$ cat config.mk
export PLATFORM = sky130hd
export DESIGN_NAME = rr_arb4
export DESIGN_NICKNAME = d
export VERILOG_FILES = /design/src/rtl/rr_arb4.sv
export SDC_FILE = /design/constraint.sdc
export NUM_CORES = 1
export LEC_CHECK = 0
export CAP_MARGIN = 25
export CORE_UTILIZATION = 45
export CTS_CLUSTER_DIAMETER = 50
export CTS_CLUSTER_SIZE = 30
export DETAILED_ROUTE_END_ITERATION = 12
export GPL_ROUTABILITY_DRIVEN = 0
export PLACE_DENSITY = 0.71
export SLEW_MARGIN = 30
export SYNTH_ARGS = -nofsm -noshare
export SYNTH_HDL_FRONTEND = slang
export SYNTH_SLANG_ARGS = --single-unit
$ cat constraint.sdc
create_clock -name clk -period 1.8 [get_ports clk]
set_input_delay 0.36 -clock clk [delete_from_list [all_inputs] [get_ports clk]]
set_output_delay 0.36 -clock clk [all_outputs]
set_load 0.02 [all_outputs]
$ cat src/rtl/rr_arb4.sv
// Four-requester round-robin arbiter with registered one-hot grant, hold-time limit
// and a mandatory one-cycle bubble between owners.
module rr_arb4 #(
    parameter int unsigned HOLD_MAX = 8
) (
    input  logic       clk,
    input  logic       rst,
    input  logic       en,
    input  logic [3:0] req,
    input  logic       rel,
    output logic [3:0] gnt,
    output logic [1:0] gnt_idx,
    output logic       gnt_vld,
    output logic       tmo
);

    localparam int unsigned CW = $clog2(HOLD_MAX);

    typedef enum logic [1:0] {
        StIdle,
        StBusy,
        StGap
    } state_e;

    state_e        state;
    logic [1:0]    last;
    logic [CW-1:0] cnt;

    logic          win_found;
    logic [1:0]    win_idx;
    logic [1:0]    cand;

    // Search last+1, last+2, last+3, last+0; the 2-bit add provides the 3->0 wrap.
    always_comb begin
        win_found = 1'b0;
        win_idx   = 2'd0;
        cand      = 2'd0;
        for (int unsigned k = 1; k <= 4; k++) begin
            cand = last + 2'(k);
            if (!win_found && req[cand]) begin
                win_found = 1'b1;
                win_idx   = cand;
            end
        end
    end

    always_ff @(posedge clk) begin
        if (rst) begin
            state   <= StIdle;
            gnt     <= 4'b0000;
            gnt_idx <= 2'd0;
            gnt_vld <= 1'b0;
            tmo     <= 1'b0;
            last    <= 2'd3;
            cnt     <= '0;
        end else begin
            tmo <= 1'b0;
            case (state)
                StIdle: begin
                    if (en && win_found) begin
                        gnt     <= 4'b0001 << win_idx;
                        gnt_idx <= win_idx;
                        gnt_vld <= 1'b1;
                        last    <= win_idx;
                        cnt     <= '0;
                        state   <= StBusy;
                    end
                end
                StBusy: begin
                    if (!en) begin
                        gnt     <= 4'b0000;
                        gnt_idx <= 2'd0;
                        gnt_vld <= 1'b0;
                        state   <= StIdle;
                    end else if (rel || !req[gnt_idx]) begin
                        gnt     <= 4'b0000;
                        gnt_idx <= 2'd0;
                        gnt_vld <= 1'b0;
                        state   <= StGap;
                    end else if (cnt == CW'(HOLD_MAX - 1)) begin
                        gnt     <= 4'b0000;
                        gnt_idx <= 2'd0;
                        gnt_vld <= 1'b0;
                        tmo     <= 1'b1;
                        state   <= StGap;
                    end else begin
                        cnt <= cnt + CW'(1);
                    end
                end
                StGap: begin
                    state <= StIdle;
                end
                default: begin
                    state <= StIdle;
                end
            endcase
        end
    end

endmodule

# Word-level counts from Yosys, hierarchy flattened
# Cells that the tools add are included.
# totals
ff_bits	15
out_inout_bits	8
wordCells	86
# classes
bitwise	2
shift	1
addsub	4
n_reduce_logical	16
mux	44
order_cmp	5
n_eq_ne	7
# ops
op	n
two-way mux 2 bit	12
two-way mux 4 bit	4
< comparator 2 x 3 -> 1 bit (second input constant)	5
two-way mux 1 bit	14
two-way mux 3 bit	4
binary-select mux 1 bit (select 2 bit)	5
inequality test 2 bit (second input constant)	4
one-hot mux 2 bit (2 select lines)	2
one-hot mux 4 bit (2 select lines)	1
one-hot mux 3 bit (2 select lines)	1
AND reduction 5 bit	1
adder 2 bit (second input constant)	2
logical AND 1 bit	4
zero test 1 bit	4
inequality test 4 bit (second input constant)	1
AND reduction 2 bit	2
OR reduction 4 bit	1
left shift 1 x 2 -> 4 bit (first input constant)	1
adder 3 x 1 -> 3 bit (second input constant)	1
equality test 3 bit (second input constant)	1
AND reduction 3 bit	1
adder 2 x 1 -> 2 bit (second input constant)	1
equality test 2 x 1 -> 1 bit (second input constant)	1
zero test 2 bit	1
4 further kinds	5

# Longest topological paths before layout
# Gate-level depths: netlist of run 1.
# depth
word_depth	16
mapped_depth	6
mapped_depth_nobuf	6

# Worst setup path before layout of run 1
# OpenSTA, ideal clock, no wires.
# synth_path
path_kind	register to register
start	reg gnt_idx[1]
end	reg gnt[2]
arrival_time_ns	1.643
path_stages_with_launch	5
setup_slack_ns	0.040
synth_period_minus_slack_ns	1.760
required_time_ns	1.683
path_buffers	0
path_cell_list	dfxtp_1 -> mux2_4 -> a22o_4 -> o311a_4 -> a22o_1
# synth_via
elab_chain_len	7
# synth_lines
element	line	source
from (decl)	12	output logic [1:0] gnt_idx,
from (signal assigned)	62	gnt_idx <= win_idx;
binary-select mux 1 bit (select 2 bit) (*)	75	end else if (rel || !req[gnt_idx]) begin
two-way mux 1 bit (implied by the code) (*)	75	
zero test 1 bit (*)	75	
logical OR 1 bit (*)	75	
two-way mux 4 bit	75	
two-way mux 4 bit	70	if (!en) begin
one-hot mux 4 bit (2 select lines)	58	case (state)
to (signal assigned)	61	gnt <= 4'b0001 << win_idx;
to (decl)	11	output logic [3:0] gnt,
# Mark *: on every way between the ends. The rest lies on a longest branch, timed or not. The select of a mux whose other input is x is not followed.
# A chain may end at the register's enable or synchronous reset.

# Worst setup path in the final report of run 1
# layout_path
start	in req[3]
end	reg gnt[2]
# layout_via
elab_chain_len	15
# layout_lines
element	line	source
from (decl)	9	input logic [3:0] req,
binary-select mux 1 bit (select 2 bit)	40	if (!win_found && req[cand]) begin
two-way mux 1 bit (implied by the code)	40	
two-way mux 1 bit	40	
zero test 1 bit	40	
logical AND 1 bit	40	
two-way mux 1 bit	40	
zero test 1 bit	40	
logical AND 1 bit	40	
two-way mux 1 bit	40	
zero test 1 bit	40	
logical AND 1 bit	40	
two-way mux 2 bit / two-way mux 1 bit (equally long branches)	40	
left shift 1 x 2 -> 4 bit / logical AND 1 bit (equally long branches)	61, 60	
two-way mux 4 bit / inequality test 2 bit (equally long branches)	n/a	
one-hot mux 4 bit (2 select lines) / AND reduction 3 bit (equally long branches)	n/a	
# Several ways; a longest one is shown, not always the timed one. The select of a mux whose other input is x is not followed.

==> results of run 1 <==
-- worst max-delay path by stage --
stage | startpoint | end | slack, ns
final | req[3] | gnt[2] | 0.03
after global routing | cnt[1] | gnt[2] | 0.002
after global placement | req[1] | gnt[3] | -0.26
after detailed placement | req[1] | gnt[2] | -0.30
after floorplan | gnt_idx[1] | gnt[2] | 0.04
after CTS | cnt[0] | cnt[2] | 0.009
-- per-stage QoR --
stage	total power, mW	utilization [%]	hold slack, ns
floorplan	0.493	-	0.441
global placement	0.582	65.6	0.456
detailed placement	0.587	65.6	0.445
CTS	0.787	67.4	0.474
global route	0.824	68.6	0.481
finish	0.787	68.6	0.458
-- worst max-delay path: cells and delay by family --
family / cells / cell delay (ns)
AOI/OAI and AO/OA: 3 / 0.83
buffers and inverters: 1 / 0.46
muxes: 1 / 0.30
-- final cells by class --
cell class	count	area, um2	area share (%)
Tap cell	16	20.0	1.85
Clock inverter	1	5.00	0.463
Sequential cell	15	302	27.9
Clock buffer	3	22.5	2.08
Inverter	1	3.75	0.347
Timing Repair Buffer	27	245	22.7
Multi-Input combinational cell	58	483	44.7
-- cell usage in the layout (no fill, tap or decap), drive strengths merged, types with 3 or more instances in the layout --
cell           Yosys  layout
clkdlybuf4s50      0      13
nand2b             4       4
a22o               4       4
nor3               4       4
dfxtp             15      15
a21oi              6       6
clkbuf             1       3
nor3b              4       4
buf                0      12
nor2               4       4
-- registers in the layout, indices dropped and copies added (netlist names) --
| signal | count |
|---|---|
| cnt | 3 |
| gnt | 4 |
| gnt_idx | 2 |
| gnt_vld | 1 |
| last | 2 |
| state | 2 |
| tmo | 1 |
-- cells by family after synthesis --
| logic type | share of synthesized area (%) |
|---|---|
| AND/OR/NAND/NOR | 25.2 |
| buffers and inverters | 2.22 |
| adder cells (fa/ha/maj) | 3.17 |
| multiplexers | 6.35 |
| flip-flops | 38.1 |
| AO/OA/AOI/OAI | 24.9 |
-- repair_timing --
item	4_1_cts	5_1_grt
gates resized for setup	0	6
setup endpoints to repair	0	11
endpoints found under the hold margin	0	0
-- where the power goes --
part	switching [mW]	total, mW	leakage (nW)	internal, mW
sequential	0.0213	0.373	0.123	0.351
clock	0.122	0.205	0.0177	0.0828
combinational	0.0944	0.210	0.332	0.115
total	0.238	0.787	0.473	0.549
-- per-layer routing --
| metal | GRT usage [%] | wire [um] | vias to the layer above |
|---|---|---|---|
| li1 | - | - | 351 |
| met1 | 24.6 | 871 | 317 |
| met2 | 38.8 | 879 | 17 |
| met3 | 8.33 | 77 | 4 |
| met4 | 7.88 | 28 | 0 |
| met5 | 0 | 0 | - |
==> run metrics, run 1 <==
result of the run=finished clean; setup bufs post-CTS=0; Post-Synthesis Cells=75; Inst Count DP=117; DR iter-0 viols=11; CP Class=input pin to flip-flop; Layout area overhead=37.1%; register area share after synthesis=38.1%; Post-synth EDFFs=0; H-tree depth=1; Synth top cells by count=dfxtp_1 (15), a21oi_1 (6), nand2b_1 (4), nor2_1 (4), nor3_1 (4); count leader, synth=dfxtp_1; count of final max-slew check failures=0; synth warn=0; final std cells w/o fill=121; Port Buffers=15; mapped cell area=788 um2; relative slew slack=74.4%; Initial Util=50.0%; Post-DP Area=1030 um2; hold path cells=1; core region area=1580 um2; Yosys reg bits=15; HP Start=cnt[0]; WP data arrival=1.96 ns; CP max FO=7; path depth of the worst reg2reg path=6; number of different library cells in the post-synthesis netlist=34; CTS tree=yes; WL/cell=15.3 um; Design Area, Final=1080 um2; die area=1920 um2; largest cells by area after synthesis=dfxtp_1 (38%), a21oi_1 (3.8%), mux2_4 (3.8%), a22o_1 (3.3%), ha_1 (3.2%); vias in the first global route=725; Cell Rows=14; grt total ovfl=0; initial antenna violation count=0; CP cell instances=clkdlybuf4s50_1 -> mux2_4 -> a22o_4 -> o311a_4 -> a22o_1; RSZ-0062 raised after global routing=no; Worst Tran Pin Value=0.383 ns; reg2reg start=cnt[0]; Async SR Flop Fraction=0%; die width=43.9 um; final setup margin=0.0273 ns; r2r setup slk=0.06 ns; largest net degree at the start of global routing=10; Syn Nets=85; Max stage delay on crit path=0.46 ns; Post-route DRC=0; VDD IR max=0.000582 V; critical path's slowest cell=clkdlybuf4s50_1; area fraction of the dominant cell type after synthesis=38.1%; Worst-path clk slew=0.10 ns; FILL cells=128; clock latency on the worst-skew pair=0.30 ns; worst min-delay path category=flip-flop to flip-flop; Setup WS pre-CTS=-0.303 ns; Worst R2R End=gnt[2]; Vias/cell=5.69; DR vias=689; clock sink count=15; crit end category=flip-flop; Final Hold Viols=0; Setup TNS=0 ns; Synth Area per Inst=10.5 um2; clock period minus worst slack=1.77 ns; diode count=0; Fmax=564 MHz; clk buf depth=2; drt pass-1 iters=6; remaining antenna violation count after routing=0; PwrDens=728 nW/um2; required time of the critical path=1.99 ns; Clock Root Buffer=clkbuf_4; startpoint types=input pin; area leader, netlist=dfxtp_1; global-route wire length before repair=3.13 mm; period utilization=98.5%; HPWL Detailed=1.43 mm; max-cap violations=0; gr usage total=22.2%; Post-CTS Hold Buffers=0; main flop type after synthesis=dfxtp_1; Vert. Die Dim=43.9 um; Max Clock Skew=0.00620 ns; final setup vio count=0; hold path endpoint=cnt[0]; layout net count=116; share of layout cells above drive strength 1=31.4%; Post-Route WL=1.86 mm; P_leak=0.473 nW; IO Pins=16; Num CTS Buffers=3
No activity file was read; power rests on OpenSTA's default activity.
==> run 2, diff against run 1 <==
--- a/config.mk
+++ b/config.mk
@@ -10,8 +10,8 @@
 export CTS_CLUSTER_DIAMETER = 50
 export CTS_CLUSTER_SIZE = 30
 export DETAILED_ROUTE_END_ITERATION = 12
+export DONT_BUFFER_PORTS = 1
 export GPL_ROUTABILITY_DRIVEN = 0
-export PLACE_DENSITY = 0.71
 export SLEW_MARGIN = 30
 export SYNTH_ARGS = -nofsm -noshare
 export SYNTH_HDL_FRONTEND = slang
==> constraint.sdc (replaced) <==
create_clock -name clk -period 1.9 [get_ports clk]
set_input_delay 0.38 -clock clk [delete_from_list [all_inputs] [get_ports clk]]
set_output_delay 0.38 -clock clk [all_outputs]
set_load 0.02 [all_outputs]
==> run 2 against run 1 <==
Effect of this change:
- clock power decreased by 9.8%
- power shrank 15%
- die area unchanged
- combinational power shrank 42%
- via count is 13% lower
- non-clock buffer count decreased by 25
- cell count shrank 21%
- global-route usage down 4.0 points
- clock-buffer cell count unchanged
- utilization down 15 points
- clock skew is 0.0046 ns lower
- setup slack better by 0.12 ns
- largest power group unchanged
==> run metrics, run 2 (synthesis gave the netlist of run 1 again) <==
Design Area, Final=837 um2 (-23%); Largest regs=gnt (4), cnt (3); Cell Rows=14 (unchanged); relative slew slack=73.0% (-1.4 points); Fmax=570 MHz; WP data arrival=1.94 ns (-0.02 ns); RSZ-0062 raised after global routing=no; worst min-delay path category=input pin to flip-flop; largest net degree at the start of global routing=12 (+2); CP max FO=7 (unchanged); HPWL Detailed=1.14 mm (-20%); clk buf depth=2 (unchanged); Setup TNS=0 ns (unchanged); DR vias=600 (-13%); reg2reg start=cnt[0]; path depth of the worst reg2reg path=6 (unchanged); Vias/cell=6.25 (+9.8%); layout net count=91 (-22%); most frequent cells in the layout=dfxtp_1 (15), a21oi_1 (6), nand2b_1 (4), nor3_1 (4), nor2_1 (4); vias in the first global route=578 (-20%); Worst Tran Pin Value=0.402 ns (+0.0195 ns); VDD IR max=0.000358 V (-38%); crit path launch=cnt[0]; share of layout cells above drive strength 1=23.8% (-7.7 points); period utilization=92.3%; hold path endpoint=cnt[1]; Post-DP Area=810 um2 (-22%); Clock Root Buffer=clkbuf_4; CTS tree=yes; Final Hold Viols=0 (unchanged); Post-CTS Hold Buffers=0 (unchanged); die width=43.9 um (unchanged); drt pass-1 iters=4 (-2); Worst R2R End=gnt[2]; global-route wire length before repair=2.50 mm (-20%); r2r setup slk=0.15 ns (+0.09 ns); core region area=1580 um2 (unchanged); initial antenna violation count=0 (unchanged); Post-route DRC=0 (unchanged); Port Buffers=0 (-15); Post-Route WL=1.55 mm (-17%); gr usage total=18.2% (-4.0 points); CP Class=flip-flop to flip-flop; Num CTS Buffers=3 (unchanged); Vert. Die Dim=43.9 um (unchanged); WL/cell=16.1 um (+5.1%); final setup vio count=0 (unchanged); largest reg by FF count=gnt; Layout area overhead=6.19%; post-CTS sizing=0 (unchanged); clock latency on the worst-skew pair=0.28 ns (-0.02 ns); max-cap violations=0 (unchanged); count of final max-slew check failures=0 (unchanged); IO Pins=16 (unchanged); most common cell after layout, fill and taps aside=dfxtp_1; die area=1920 um2 (unchanged); setup bufs post-CTS=0 (unchanged); Worst-path clk slew=0.09 ns (about the same); clock sink count=15 (unchanged); max FFs per register=4 (unchanged); clock period minus worst slack=1.75 ns; startpoint types=flip-flop; P_leak=0.351 nW (-26%); HP Start=rst; diode count=0 (unchanged); crit end category=flip-flop; Initial Util=50.0% (unchanged); grt total ovfl=0 (unchanged); H-tree depth=1 (unchanged); Max Clock Skew=0.00159 ns (-0.00461 ns); PwrDens=797 nW/um2 (+9.4%); hold path cells=1 (unchanged); required time of the critical path=2.09 ns (+0.10 ns); DR iter-0 viols=18 (+7); remaining antenna violation count after routing=0 (unchanged); result of the run=finished clean
-- run 2: layout make-up --
cell class	count	area, um2
Fill cell	150	739
Multi-Input combinational cell	58	470
Sequential cell	15	300
Clock buffer	3	22.5
Tap cell	16	20.0
Timing Repair Buffer	2	15.0
Clock inverter	1	5.00
Inverter	1	3.75
-- run 2: metal layers --
metal | vias up | global-route usage, % | routed length, um
li1 | 303 | - | -
met5 | - | 0 | 0
met3 | 4 | 4.58 | 57
met4 | 0 | 9.09 | 21
met1 | 281 | 23.0 | 743
met2 | 12 | 28.7 | 724
-- run 2: critical path, stage by stage (launching register included) --
cell and delay [ns]:
dfxtp_1 0.38, ha_1 0.16, ha_1 0.18, nor3b_1 0.08, a22o_4 0.28, o311a_4 0.34
a22o_1 0.23
-- run 2: per-stage QoR --
stage                     hold WS [ns]  instances  util [%]  total power [mW]  setup slack, ns
final                            0.149         96      53.1             0.667            0.147
after global routing             0.136         96      53.1             0.697           0.0754
after CTS                        0.135         96      53.1             0.678            0.154
after detailed placement         0.453         92      51.3             0.489            0.175
after global placement           0.450         92      51.3             0.487            0.208
after floorplan                  0.441         75         -             0.467            0.140
-- run 2: how the worst max path moves through the flow --
| stage | endpoint | slack [ns] | depth (start not counted) |
|---|---|---|---|
| after floorplan | gnt[2] | 0.14 | 4 |
| after global placement | gnt[3] | 0.21 | 6 |
| after detailed placement | gnt[3] | 0.17 | 6 |
| after CTS | gnt[2] | 0.15 | 6 |
| after global routing | gnt[3] | 0.08 | 6 |
| final | gnt[2] | 0.15 | 6 |
-- run 2: where the power goes --
group	internal (mW)	leakage, nW	switching (mW)
Combinational	0.0603	0.211	0.0608
Clock	0.0782	0.0177	0.107
Sequential	0.333	0.122	0.0282
==> run 3, diff against run 2 <==
--- a/config.mk
+++ b/config.mk
@@ -5,7 +5,7 @@
 export SDC_FILE = /design/constraint.sdc
 export NUM_CORES = 1
 export LEC_CHECK = 0
-export CAP_MARGIN = 25
+export CAP_MARGIN = 10
 export CORE_UTILIZATION = 45
 export CTS_CLUSTER_DIAMETER = 50
 export CTS_CLUSTER_SIZE = 30
==> results of run 3 <==
The final DEF is identical to that of run 2; final timing and power are the same.
==> RTL edit 1: new RTL, settings of run 2 <==
`HOLD_MAX`: 8 -> 16.
--- a/src/rtl/rr_arb4.sv
+++ b/src/rtl/rr_arb4.sv
@@ -3,3 +3,3 @@
 module rr_arb4 #(
-    parameter int unsigned HOLD_MAX = 8
+    parameter int unsigned HOLD_MAX = 16
 ) (
Check against the original RTL: not equivalent (Yosys sat finds a counterexample within 10 cycles, from zero or initial values and one cycle with rst high).
==> RTL edit 1 against run 2 <==
Final area is 1.0% higher. Critical path type unchanged. Synthesized area down 1.4%. Sequential cell count increased by 1. Setup slack better by 68 ps. Clock power is 6% lower. Wire length is 8.0% higher. Total power shrank 2.0%. Synthesized cell count rose by 16%. Clock skew up 2.4 ps. Via count increased by 16%.
==> RTL edit 1: results (changes against run 2) <==
GRT:
- The first-pass GRT wire length is 2830 um (+13%).
- The largest net degree at the start of global routing was 14 (+2).
- The initial antenna violation count is 0 (unchanged).
- The via count of the first global-routing pass came to 628 (+8.7%).
- The total routing resource utilization after global routing is 0.201 (+0.0187).

Setup path:
- The arrival time reported for the critical path endpoint is 1830 ps (-110 ps).
- The largest fanout on the critical path is 6 (-1).

Detailed routing:
- The highest layer touched by signal routing is met4.
- The detailed-route wire length on metal 1 came to 875 um (+18%).
- The total length of routed wires is 1670 um (+8.0%).
- The routed via count divided by cell count is 6.36 (+1.7%).
- The wire length on met3 is 115 um (+100%).
- The count of routing violations after the opening detailed-route iteration is 25 (+7).
- The met2 wire length is 669 um (-7.6%).

Cells and area:
- The fill cell instance count of the final layout came to 160 (+6.7%).
- The proportion of layout cells with a drive suffix above 1 is 0.108 (-0.130).
- In the final layout, the registers with the most flip-flops are cnt (4), gnt (4).
- The final net count is 104 (+14%).

Run status:
- The run finished with clean final reports.

Placed design:
- The number of port buffers was 0 (unchanged).
- The worst setup timing slack at the placement stage was 187 ps (+12.3 ps).
- The sum of net half-perimeters after detailed placement was 1290 um (+13%).

Yosys:
- The compound-cell area share of the yosys netlist is 0.264 (+0.0149).
- After synthesis, the cell types taking the most area are sky130_fd_sc_hd__dfxtp_1, sky130_fd_sc_hd__o32ai_1, sky130_fd_sc_hd__nand2_1.
- Ranked by instance count, the synthesized netlist is headed by sky130_fd_sc_hd__dfxtp_1, sky130_fd_sc_hd__nand2_1, sky130_fd_sc_hd__a21oi_1.
- The multiplexer fraction of the synthesized cell area was 0.0258 (-0.0377).
- The net count of the mapped netlist came to 96 (+13%).
- The adder and majority cell fraction of the synthesized area is 0.0161 (-0.0156).
- The sequential element share of the synthesized area came to 0.412 (+0.0313).

Pwr:
- The largest voltage drop on the vdd net is 0.399 mV (+11%).
- The leakage power of the design is 0.282 nW (-20%).

Timing:
- The maximum clock skew at final layout is 4.01 ps (+2.42 ps).
- The worst relative slew slack is 0.663 (-0.0674).

Clock network:
- The number of resized instances in the post-cts repair step is 0 (unchanged).
- The H-tree depth is 1 (unchanged).
- The maximum buffer depth of the clock tree came to 2 (unchanged).
-- RTL edit 1: cell types whose count changed after synthesis, sizes merged, moves of 3 or more --
cell	change
o32ai	+5
a22o	-4
nor3	-4
o22ai	+4
nand2	+10
a21boi	+3
-- RTL edit 1: final timing paths --
check | startpoint | endpoint | slack [ps] | cells past startpoint
setup / recovery | gnt_idx[1]$_SDFFE_PP0P_ | gnt[3]$_SDFFE_PP0P_ | 210 | 4
setup reg to reg | gnt_idx[1]$_SDFFE_PP0P_ | gnt[3]$_SDFFE_PP0P_ | 210 | 4
hold / removal | rst | cnt[1]$_SDFFE_PP0P_ | 160 | 1
hold reg to reg | cnt[3]$_SDFFE_PP0P_ | cnt[3]$_SDFFE_PP0P_ | 500 | 2
-- RTL edit 1: final cells by class --
class	instances	share of cell area
sequential	16	0.379
multi-input combinational	68	0.527
tap	16	0.0237
clock buffer	3	0.0266
inverter	2	0.00888
timing repair buffer	4	0.0355
-- RTL edit 1: worst max-delay path: stages (launching register included) --
cell	delay (ps)
sky130_fd_sc_hd__dfxtp_1	410
sky130_fd_sc_hd__mux2i_1	290
sky130_fd_sc_hd__o22ai_1	200
sky130_fd_sc_hd__a31oi_1	480
sky130_fd_sc_hd__o32ai_1	170
-- RTL edit 1: cells by family (layout without fill, tap and decap cells) --
kind of cell | after synthesis | in the layout
AO/OA/AOI/OAI | 29 | 29
adder cells (fa/ha/maj) | 1 | 1
buffers and inverters | 3 | 9
flip-flops | 16 | 16
multiplexers | 2 | 2
AND/OR/NAND/NOR | 36 | 36
-- RTL edit 1: per-layer routing --
layer  vias to the layer above  GRT usage
met5                         -          0
met4                         0     0.0938
met3                         2     0.0333
met2                        25      0.266
met1                       312      0.312
li1                        354          -
-- RTL edit 1: per-stage QoR --
stage / std cells / area, um^2 / hold slack [ps]
after floorplan: 87 / 777 / 451
after global placement: 106 / 823 / 451
after detailed placement: 106 / 823 / 457
after CTS: 109 / 846 / 156
after global routing: 109 / 846 / 148
final: 109 / 846 / 160
-- RTL edit 1: power breakdown --
part | leakage (nW) | total [mW] | internal (mW) | switching (mW)
clock network | 0.0138 | 0.173 | 0.0735 | 0.0995
logic | 0.137 | 0.104 | 0.0439 | 0.0598
registers | 0.131 | 0.377 | 0.353 | 0.0234
==> RTL edit 2: new RTL, flow settings as in run 2 <==
Made on the original files. Reset style: asynchronous (`rst`), changed in one clocked block.
--- a/src/rtl/rr_arb4.sv
+++ b/src/rtl/rr_arb4.sv
@@ -46,3 +46,3 @@
 
-    always_ff @(posedge clk) begin
+    always_ff @(posedge clk or posedge rst) begin
         if (rst) begin
Check against the original RTL: differs if rst is asserted again (counterexample within 4 cycles, from zero or initial values and one cycle with rst high); with rst held inactive, the same outputs for 10 cycles.
==> RTL edit 2 against run 2 <==
Final area unchanged. Wire length down 4.5%. Sequential cell count unchanged. Setup slack worse by 13 ps. Synthesized area down 3.3%. Critical path depth down 2. Largest cell class is now flip-flops and latches.
Power is not compared: it rests on default switching activity, and its combinational part moved more than twofold at a synthesized area within 25%.
==> RTL edit 2: results (changes against run 2) <==
Run status:
- The flow ran to the end, and the final reports show no timing, DRC or antenna violations.

Setup path:
- The worst register-to-register path ends at gnt[0]$_DFFE_PP0P_.
- The largest fanout on the critical path came to 5 (-2).
- The largest stage delay on the critical path is 510 ps (+130 ps).
- Tracing the worst setup path back leads to its startpoint at gnt_idx[0]$_DFFE_PP0P_.
- The slowest cell on the critical path is sky130_fd_sc_hd__mux4_2.

Detailed routing:
- The routed length per instance is 15.5 um (-3.5%).
- The count of routing violations after the opening detailed-route iteration was 7 (-11).
- The total length of routed wires is 1480 um (-4.5%).

GRT:
- The largest net degree at the start of global routing is 16 (+4).
- The total routing resource utilization after global routing is 0.190 (+0.00773).
- The via count of the first global-routing pass is 553 (-4.3%).
- The met2 capacity usage during global routing came to 0.239 (-0.0478).
- The met3 track utilization from global routing came to 0.0340 (-0.0118).
- The first-pass GRT wire length came to 2530 um (+0.84%).

Timing:
- The worst hold slack is 38.7 ps (-110 ps).
- The clock period minus final worst setup slack was 1770 ps (+13.3 ps).
- The maximum clock skew at final layout is 0.829 ps (-0.757 ps).
- The slew at the pin closest to its max-slew limit is 583 ps (+181 ps).

Cells and area:
- The area of the multi-input gates came to 369 um^2 (-22%).
- The proportion of final cell area spent on non-clock buffers was 0.0359 (+0.0179).
- The clock tree buffer count of the final layout was 3 (unchanged).
- The proportion of layout cells with a drive suffix above 1 is 0.215 (-0.0223).
- The number of non-clock buffers in the layout is 4 (+2).
- The fraction of standard cell area that is sequential is 0.453 (+0.0942).
- The fill cell instance count of the final layout is 137 (-8.7%).
- The final net count is 90 (-1.1%).
- The count of multi-input gates is 53 (-8.6%).
- The flip-flop and latch count came to 15 (unchanged).
- The multi-input gate share of the layout cell area came to 0.441 (-0.121).

Yosys:
- The sequential element share of the synthesized area is 0.496 (+0.115).
- In the synthesized netlist, the cells that appear most often are sky130_fd_sc_hd__dfrtp_1, sky130_fd_sc_hd__nand2_1, sky130_fd_sc_hd__nand3_1.
- The count of cell types in the netlist is 30 (-12%).
- The mean instance size in the synthesized netlist is 10.6 um^2 (+0.69%).
- The fraction of synthesis flops using an asynchronous set or reset pin is 1.00 (+1.00).

Placed design:
- The worst setup timing slack at the placement stage is 79.7 ps (-95.1 ps).
- The sum of net half-perimeters after detailed placement is 1100 um (-3.5%).
- The count of placed standard cells including taps is 91 (-1.1%).

Min path:
- The path class of the tightest hold or removal check is in2async.
## RTL edit 2: cell count changes after synthesis, sizes merged, moves of 4 or more
cell and delta:
dfrtp +13, dfxtp -15, nor3b -4, o21ai +4, nand2 +8, nand3 +4
## RTL edit 2: cell families (layout without fill, tap and decap cells)
| logic type | Yosys count | count (layout) | share of synthesized area |
|---|---|---|---|
| AO/OA/AOI/OAI | 19 | 19 | 0.181 |
| adder cells (fa/ha/maj) | 2 | 2 | 0.0328 |
| buffers and inverters | 4 | 11 | 0.0197 |
| flip-flops | 15 | 15 | 0.496 |
| multiplexers | 2 | 2 | 0.0427 |
| AND/OR/NAND/NOR | 30 | 30 | 0.228 |
## RTL edit 2: layer usage
| metal | vias to the layer above | part of all wire |
|---|---|---|
| met5 | - | 0 |
| met4 | 0 | 0.013 |
| met3 | 2 | 0.043 |
| met2 | 10 | 0.41 |
| met1 | 281 | 0.54 |
| li1 | 284 | - |
